`src/rtl/lcd_line_scheduler.sv`:
```
// Frames one memory-LCD multi-line write: SCS setup, command, per-line {addr, data, dummy}, final dummy, SCS hold.
// Pixel bytes are popped from a FWFT FIFO only on accepted data beats; an empty FIFO stalls the frame.
module lcd_line_scheduler #(
  parameter int DATA_WIDTH  = 8,
  parameter int LINE_BYTES  = 50,
  parameter int NUM_LINES   = 240,
  parameter int LADDR_WIDTH = 8,
  parameter int SCS_SETUP   = 4,
  parameter int SCS_HOLD    = 4
) (
  input  logic                  i_clk,
  input  logic                  i_rst_n,
  input  logic                  i_start,
  input  logic                  i_vcom,
  input  logic                  i_rempty,
  input  logic [DATA_WIDTH-1:0] i_rdata,
  output logic                  o_rinc,
  output logic                  o_tx_valid,
  output logic [DATA_WIDTH-1:0] o_tx_data,
  input  logic                  i_tx_ready,
  output logic                  o_scs,
  output logic                  o_busy,
  output logic                  o_stall,
  output logic                  o_frame_done
);

  localparam int TMAX = (SCS_SETUP > SCS_HOLD) ? SCS_SETUP : SCS_HOLD;
  localparam int TW   = (TMAX > 1) ? $clog2(TMAX) : 1;
  localparam int BCW  = (LINE_BYTES > 1) ? $clog2(LINE_BYTES) : 1;

  typedef enum logic [2:0] {
    IDLE, SETUP, CMD, ADDR, DATA, LTRAIL, FTRAIL, HOLD
  } state_e;

  state_e                 state_q;
  logic                   vcom_q;
  logic [TW-1:0]          tmr_q;
  logic [BCW-1:0]         bcnt_q;
  logic [LADDR_WIDTH-1:0] line_q;
  logic                   scs_q;
  logic                   busy_q;
  logic                   done_q;
  logic                   beat;

  assign beat = o_tx_valid & i_tx_ready;

  // Counters reload on state entry, so none of them ever needs to wrap.
  always_ff @(posedge i_clk or negedge i_rst_n) begin
    if (!i_rst_n) begin
      state_q <= IDLE;
      vcom_q  <= 1'b0;
      tmr_q   <= '0;
      bcnt_q  <= '0;
      line_q  <= '0;
      scs_q   <= 1'b0;
      busy_q  <= 1'b0;
      done_q  <= 1'b0;
    end else begin
      done_q <= 1'b0;
      case (state_q)
        IDLE: begin
          if (i_start) begin
            state_q <= SETUP;
            vcom_q  <= i_vcom;
            tmr_q   <= TW'(SCS_SETUP - 1);
            scs_q   <= 1'b1;
            busy_q  <= 1'b1;
          end
        end
        SETUP: begin
          if (tmr_q == '0) state_q <= CMD;
          else             tmr_q   <= tmr_q - TW'(1);
        end
        CMD: begin
          if (beat) begin
            line_q  <= LADDR_WIDTH'(1);
            state_q <= ADDR;
          end
        end
        ADDR: begin
          if (beat) begin
            bcnt_q  <= '0;
            state_q <= DATA;
          end
        end
        DATA: begin
          if (beat) begin
            if (bcnt_q == BCW'(LINE_BYTES - 1)) state_q <= LTRAIL;
            else                                 bcnt_q  <= bcnt_q + BCW'(1);
          end
        end
        LTRAIL: begin
          if (beat) begin
            if (line_q == LADDR_WIDTH'(NUM_LINES)) begin
              state_q <= FTRAIL;
            end else begin
              line_q  <= line_q + LADDR_WIDTH'(1);
              state_q <= ADDR;
            end
          end
        end
        FTRAIL: begin
          if (beat) begin
            tmr_q   <= TW'(SCS_HOLD - 1);
            state_q <= HOLD;
          end
        end
        HOLD: begin
          if (tmr_q == '0) begin
            state_q <= IDLE;
            scs_q   <= 1'b0;
            busy_q  <= 1'b0;
            done_q  <= 1'b1;
          end else begin
            tmr_q <= tmr_q - TW'(1);
          end
        end
        default: state_q <= IDLE;
      endcase
    end
  end

  always_comb begin
    o_tx_valid = 1'b0;
    o_tx_data  = '0;
    case (state_q)
      CMD: begin
        o_tx_valid = 1'b1;
        o_tx_data  = {1'b1, vcom_q, 6'b0};
      end
      ADDR: begin
        o_tx_valid = 1'b1;
        o_tx_data  = DATA_WIDTH'(line_q);
      end
      DATA: begin
        o_tx_valid = ~i_rempty;
        o_tx_data  = i_rdata;
      end
      LTRAIL, FTRAIL: o_tx_valid = 1'b1;
      default: ;
    endcase
  end

  assign o_rinc       = (state_q == DATA) & o_tx_valid & i_tx_ready;
  assign o_stall      = (state_q == DATA) & i_rempty;
  assign o_scs        = scs_q;
  assign o_busy       = busy_q;
  assign o_frame_done = done_q;

endmodule

```
`config.mk`:
```
export PLATFORM = sky130hd
export DESIGN_NAME = lcd_line_scheduler
export DESIGN_NICKNAME = d
export VERILOG_FILES = /design/src/rtl/lcd_line_scheduler.sv
export SDC_FILE = /design/constraint.sdc
export NUM_CORES = 1
export LEC_CHECK = 0
export ABC_AREA = 1
export BUFFER_PORTS_ARGS = -buffer_cell sky130_fd_sc_hd__buf_2
export CAP_MARGIN = 20
export CORE_MARGIN = 2
export CORE_UTILIZATION = 39
export DETAILED_ROUTE_END_ITERATION = 8
export SLEW_MARGIN = 20
export SYNTH_ARGS = -nofsm -noshare
export SYNTH_HDL_FRONTEND = slang
export SYNTH_SLANG_ARGS = --single-unit
```
`constraint.sdc`:
```
create_clock -name i_clk -period 3.7 [get_ports i_clk]
set_input_delay 0.37 -clock i_clk [delete_from_list [all_inputs] [get_ports i_clk]]
set_output_delay 0.37 -clock i_clk [all_outputs]
set_load 0.02 [all_outputs]
```
==> out/results.ini, run 1 <==
[placed_design]
place.port_buffers=27
hpwl_um=2720
place_ws_ns=1.81
gpl.final_weighted_congestion=0.791

[floorplan]
core_ar_sq_um=3740
floorplan.die_area_sq_um=4470
io-pin-count=28
floorplan.initialDensity=0.412
rows=22
die_w_um=66.9
chipHeight_um=66.9

[setup_path]
critPathLaunchType=register
critical-path-max-stage-delay_ns=0.53
r2r_end=bcnt_q[4]
worstReg2RegStart=state_q[1]
worst_ep_arrival_time_ns=1.88
critical_path.n_buffers_inverters=2
critical_path.max_fanout=9
r2r_setup_slack_ns=2.02
critPathCaptureType=output pin
worstRegToRegCells=5
timing.critical_path.max_delay_family=flip-flops
worstPathRequired_ns=3.33
path_cells=nand2_1, nor2_1, inv_1, o21ai_0, buf_2
critical-path-slowest-cell=dfrtp_1
path_type_of_the_worst_setup_path=register to output pin

[sta]
setup_total_negative_slack_ns=0
timing.final.max_slew_violations=0
rsz0062_at_grt=false
worst_pin_slew_ns=0.520
setup_ws_ns=1.45
finalSetupViolations=0
fin_crit_sh=0.607
final_period_minus_worst_setup_slack_ns=2.25
final_hold_viol_count=0
slew_headroom=0.653
fmaxAchievable_ghz=0.445
finalClockSkew_ns=0.00166

[final_layout]
post_route_cells_drive_above_1_share=0.165
final_util=0.477
antennaDiodeCount=0
mostFrequentLayoutCells=nand2_1 (77), inv_1 (28), buf_2 (27)
mostFrequentLayoutCell=nand2_1
fillCellCount=408
area_delta_synth_final_pct=15.7
finalNetCount=275

[clock_tree]
cts-root-buf=clkbuf_8
post_cts_setup_bufs=0
post_cts_hold_buffer_count=0
clock_tree.htree_level_count=1
clock_network_latency_to_the_later_pin_of_the_worst_skew_pair_ns=0.26
cts_repair_resizes=0
tritoncts.num_buffers=3
cts_buffer_depth=2
cts.reportedPaths.clkPinSlew_ns=0.08
tritoncts=built
cts_sinks=22

[synth]
yosys.area.top_type_share=0.357
ys_dominant_reg_cell=dfrtp_1
number_of_synthesized_register_bits=22
netlist_instances=229
synth_edf_count=0
synth_sequential_area_ratio=0.357
synthesis.nets=248
synth_cell_type_count=26
post_synth_main_area_contributors=dfrtp_1 (36%), nand2_1 (19%), nand3_1 (7.1%), inv_1 (6.8%), nor2_1 (5.8%)
synth_async_sr_flop_share=1.00
yosysWarningCount=0
synth_area_leader_cell=dfrtp_1
syn_avg_cell_area_sq_um=6.74
post_synth_instance_area_sq_um=1540

[pwr]
net_switching_power_of_the_design_uw=540
share_comb_of_total_power=0.470
lkg_pwr_nw=0.950
ir_drop_mv=0.379
share_seq_of_total_power=0.335
power_report.internal_total_uw=628
power.density_cell_area_nw_per_um2=654
switching_share=0.463
clockPowerShare=0.195

[routing]
route.vias.total=1440
drt-wirelength-per-cell_um=11.7
postRouteWirelength_um=3530
initialDrtViolationCount=140
vias_per_cell=4.75
ant_nets=0
route.detailed.drc=0
drt_pass1_iterations=4

[global_route]
grt_total_ovfl=0
grt_max_degree=23
grt.total_usage=0.188
antenna_found_initial=0
grt_pass1_vias=1387
grt_first_pass_wirelength_um=6380

[flow_run]
maxCapViolCount=0

[outcome]
status=finished, final reports clean

[hold_path]
class_of_the_worst_hold_path=primary input to async pin

kinds of logic (layout without fill, tap and decap cells):
| logic type | count (synthesis) | count (layout) | share of synthesized area |
|---|---|---|---|
| AND/OR/NAND/NOR | 140 | 140 | 0.403 |
| buffers and inverters | 36 | 62 | 0.0916 |
| AO/OA/AOI/OAI | 22 | 22 | 0.0852 |
| flip-flops | 22 | 22 | 0.357 |
| adder cells (fa/ha/maj) | 5 | 5 | 0.0406 |
| XOR/XNOR | 4 | 4 | 0.0227 |
sequential cells by signal, summed over array words and instances (netlist names):
name	flops
bcnt_q	6
tmr_q	2
vcom_q	1
o_frame_done	1
state_q	3
line_q	8
o_busy	1
cell usage after synthesis (2+ instances only):
library cell and number:
nor2_4 2, nor2_1 24, nand3_1 22, ha_1 5, inv_1 28, inv_2 2
dfrtp_1 22, a22o_1 3, a21oi_1 5, nand2_2 4, nand2_1 77, nor3b_1 2
xor2_1 2, o21ai_0 11, clkbuf_1 2, nand4_1 5, nand3b_1 2, xnor2_1 2
buf_2 2
metrics by stage:
stage / power (mW) / hold WS, ns / instances / instance area [sq um]
2_1_floorplan: 0.805 / 0.0744 / 229 / 1540
3_3_place_gp: 0.945 / 0.378 / 299 / 1710
3_5_place_dp: 0.943 / 0.373 / 299 / 1710
4_1_cts: 1.18 / 0.0783 / 303 / 1780
5_1_grt: 1.29 / 0.104 / 303 / 1780
6_report: 1.17 / 0.0660 / 303 / 1780
how the worst max path moves through the flow:
stage,to,startpoint,slack [ns],cells past startpoint
after floorplan,o_tx_data[0],state_q[1],1.94,5
after global placement,o_tx_data[6],state_q[1],1.83,5
after detailed placement,o_tx_data[6],state_q[1],1.81,5
after CTS,o_tx_data[6],state_q[1],1.49,5
after global routing,o_tx_data[1],state_q[1],1.23,5
final,o_tx_data[1],state_q[1],1.45,5
metal layers:
layer,wire length (um),share of wire,vias to the layer above,track usage
li1,-,-,775,-
met1,1810,0.51,628,0.271
met2,1500,0.42,33,0.290
met3,195,0.055,4,0.0405
met4,28,0.0079,0,0.0332
met5,0,0,-,0
power by group through the flow:
stage	sequential, mW	combinational, mW	clock (mW)
3_3_place_gp	0.393	0.552	0
3_5_place_dp	0.395	0.548	0
5_1_grt	0.402	0.643	0.245
2_1_floorplan	0.360	0.445	0
4_1_cts	0.390	0.552	0.234
6_report	0.391	0.549	0.228
area by class of cell:
class / count / area (sq um) / area share
Inverter: 31 / 116 / 0.0652
Clock inverter: 1 / 30.0 / 0.0168
Tap cell: 48 / 60.1 / 0.0337
Clock buffer: 3 / 41.3 / 0.0231
Multi-Input combinational cell: 171 / 851 / 0.477
Timing Repair Buffer: 27 / 135 / 0.0757
Sequential cell: 22 / 551 / 0.309
(Power assumes the default switching activity.)
==> run 2, diff against run 1 <==
==> constraint.sdc (replaced) <==
create_clock -name i_clk -period 1.91 [get_ports i_clk]
set_input_delay 0.191 -clock i_clk [delete_from_list [all_inputs] [get_ports i_clk]]
set_output_delay 0.191 -clock i_clk [all_outputs]
set_load 0.02 [all_outputs]
==> run 2 against run 1 <==
Worst hold slack improved by 0.12 ns. First-iteration DRC count fell by 38%. Routed wire length up 3.0%. Worst setup slack got worse by 1.3 ns. Cell area grew 2.4%. Core utilization increased by 1.1 points. Power up 97%. Critical endpoint is now o_rinc. Largest power group unchanged.
==> out/results.ini, run 2 (synthesized netlist as in run 1, its figures left out) <==
[final_layout]
mostFrequentLayoutCell=nand2_1
finalNetCount=280
area_delta_synth_final_pct=18.4
post_route_cells_drive_above_1_share=0.185
registers.top_by_ff_count=line_q
mostFrequentLayoutCells=nand2_1 (77), inv_1 (28), buf_2 (27)
top_regs=line_q (8), bcnt_q (6), state_q (3)
largest_register_ffs=8
final_util=0.488
antennaDiodeCount=0

[clock_tree]
clock_tree.htree_level_count=1
cts-root-buf=clkbuf_8
cts_sinks=22
clock_network_latency_to_the_later_pin_of_the_worst_skew_pair_ns=0.27
tritoncts.num_buffers=3
cts.reportedPaths.clkPinSlew_ns=0.09
tritoncts=built
cts_buffer_depth=2

[global_route]
grt_max_degree=23
grt_pass1_vias=1391
grt.total_usage=0.185
grt_first_pass_wirelength_um=6330
grt_total_ovfl=0
antenna_found_initial=0

[sta]
final_hold_viol_count=0
fin_crit_sh=0.937
setup_ws_ns=0.120
finalClockSkew_ns=0.00345
rsz0062_at_grt=false
final_period_minus_worst_setup_slack_ns=1.79
worst_pin_slew_ns=0.531
finalSetupViolations=0
slew_headroom=0.646
setup_total_negative_slack_ns=0
hold_slack_ns=0.191
fmaxAchievable_ghz=0.559
timing.final.max_slew_violations=0

[routing]
drt_pass1_iterations=4
route.vias.total=1474
postRouteWirelength_um=3640
initialDrtViolationCount=87
drt-wirelength-per-cell_um=11.8
route.detailed.drc=0
ant_nets=0
vias_per_cell=4.79

[setup_path]
critPathLaunchType=register
critPathCaptureType=output pin
critical_path.max_fanout=7
worstPathRequired_ns=1.72
path_type_of_the_worst_setup_path=register to output pin
worst_ep_arrival_time_ns=1.60

[floorplan]
io-pin-count=28
core_ar_sq_um=3740
rows=22
floorplan.die_area_sq_um=4470
die_w_um=66.9
chipHeight_um=66.9
floorplan.initialDensity=0.412

[hold_path]
class_of_the_worst_hold_path=primary input to register

[pwr]
finalPower_mw=2.30
lkg_pwr_nw=0.978
power.density_cell_area_nw_per_um2=1260
ir_drop_mv=0.837

[flow_run]
maxCapViolCount=0

[placed_design]
place.port_buffers=27
hpwl_um=2810
gpl.final_weighted_congestion=0.900
place_ws_ns=0.265

[outcome]
status=finished, final reports clean

-- run 2: changes by cell type in the layout (fill, tap and decap cells not counted) --
cell	change
buf_4	+4
clkinv_1	-1
clkinv_2	+1
dfrtp_1	-1
dfrtp_2	+1
dlygate4sd3_1	+1
-- run 2: layout make-up --
cell class	count	area, sq um
sequential	22	552
clock inverter	1	30.0
multi-input combinational	171	851
tap	48	60.1
inverter	31	118
fill	409	1920
clock buffer	3	41.3
timing repair buffer	32	175
-- run 2: path summary, 6_finish.rpt --
kind | start | end | slack, ns | cells past startpoint
min in group asynchronous | i_rst_n | line_q[3] | 0.43 | 2
min | i_vcom | vcom_q | 0.19 | 3
min reg2reg | tmr_q[0] | tmr_q[0] | 0.50 | 1
max | state_q[0] | o_rinc | 0.12 | 7
max reg2reg | line_q[1] | line_q[6] | 0.24 | 9
max in group asynchronous | i_rst_n | state_q[1] | 1.09 | 2
-- run 2: metal layers --
layer  GRT usage  up-vias  part of all wire  wire, um
met1       0.269      660              0.51      1850
met5           0        -                 0         0
met3      0.0372        2             0.040       144
met2       0.285       26              0.45      1620
met4      0.0306        0            0.0071        26
li1            -      786                 -         -
-- run 2: worst max-delay path, stage by stage, from the launching register on --
cell,delay (ns)
dfrtp_1,0.50
inv_2,0.13
nand2_2,0.09
nand2_1,0.05
nand2_1,0.10
nand3_4,0.14
nor2_1,0.14
buf_2,0.18
-- run 2: what timing repair did --
action / in CTS / in global routing
resized for setup: 1 / 1
endpoints found under the hold margin: 22 / 0
buffers inserted: 0 / 0
hold buffers: 1 / 0
endpoints found under the setup margin: 4 / 2
-- run 2: report_power, final --
group          internal (mW)  leakage [nW]  switching [mW]
clock network          0.280        0.0357           0.163
logic                  0.370         0.660           0.745
registers              0.596         0.282           0.147
-- run 2: per-stage QoR --
stage	area (sq um)	cells
final	1830	308
after global routing	1830	308
after CTS	1830	308
after global placement	1740	303
after floorplan	1540	229
after detailed placement	1740	303
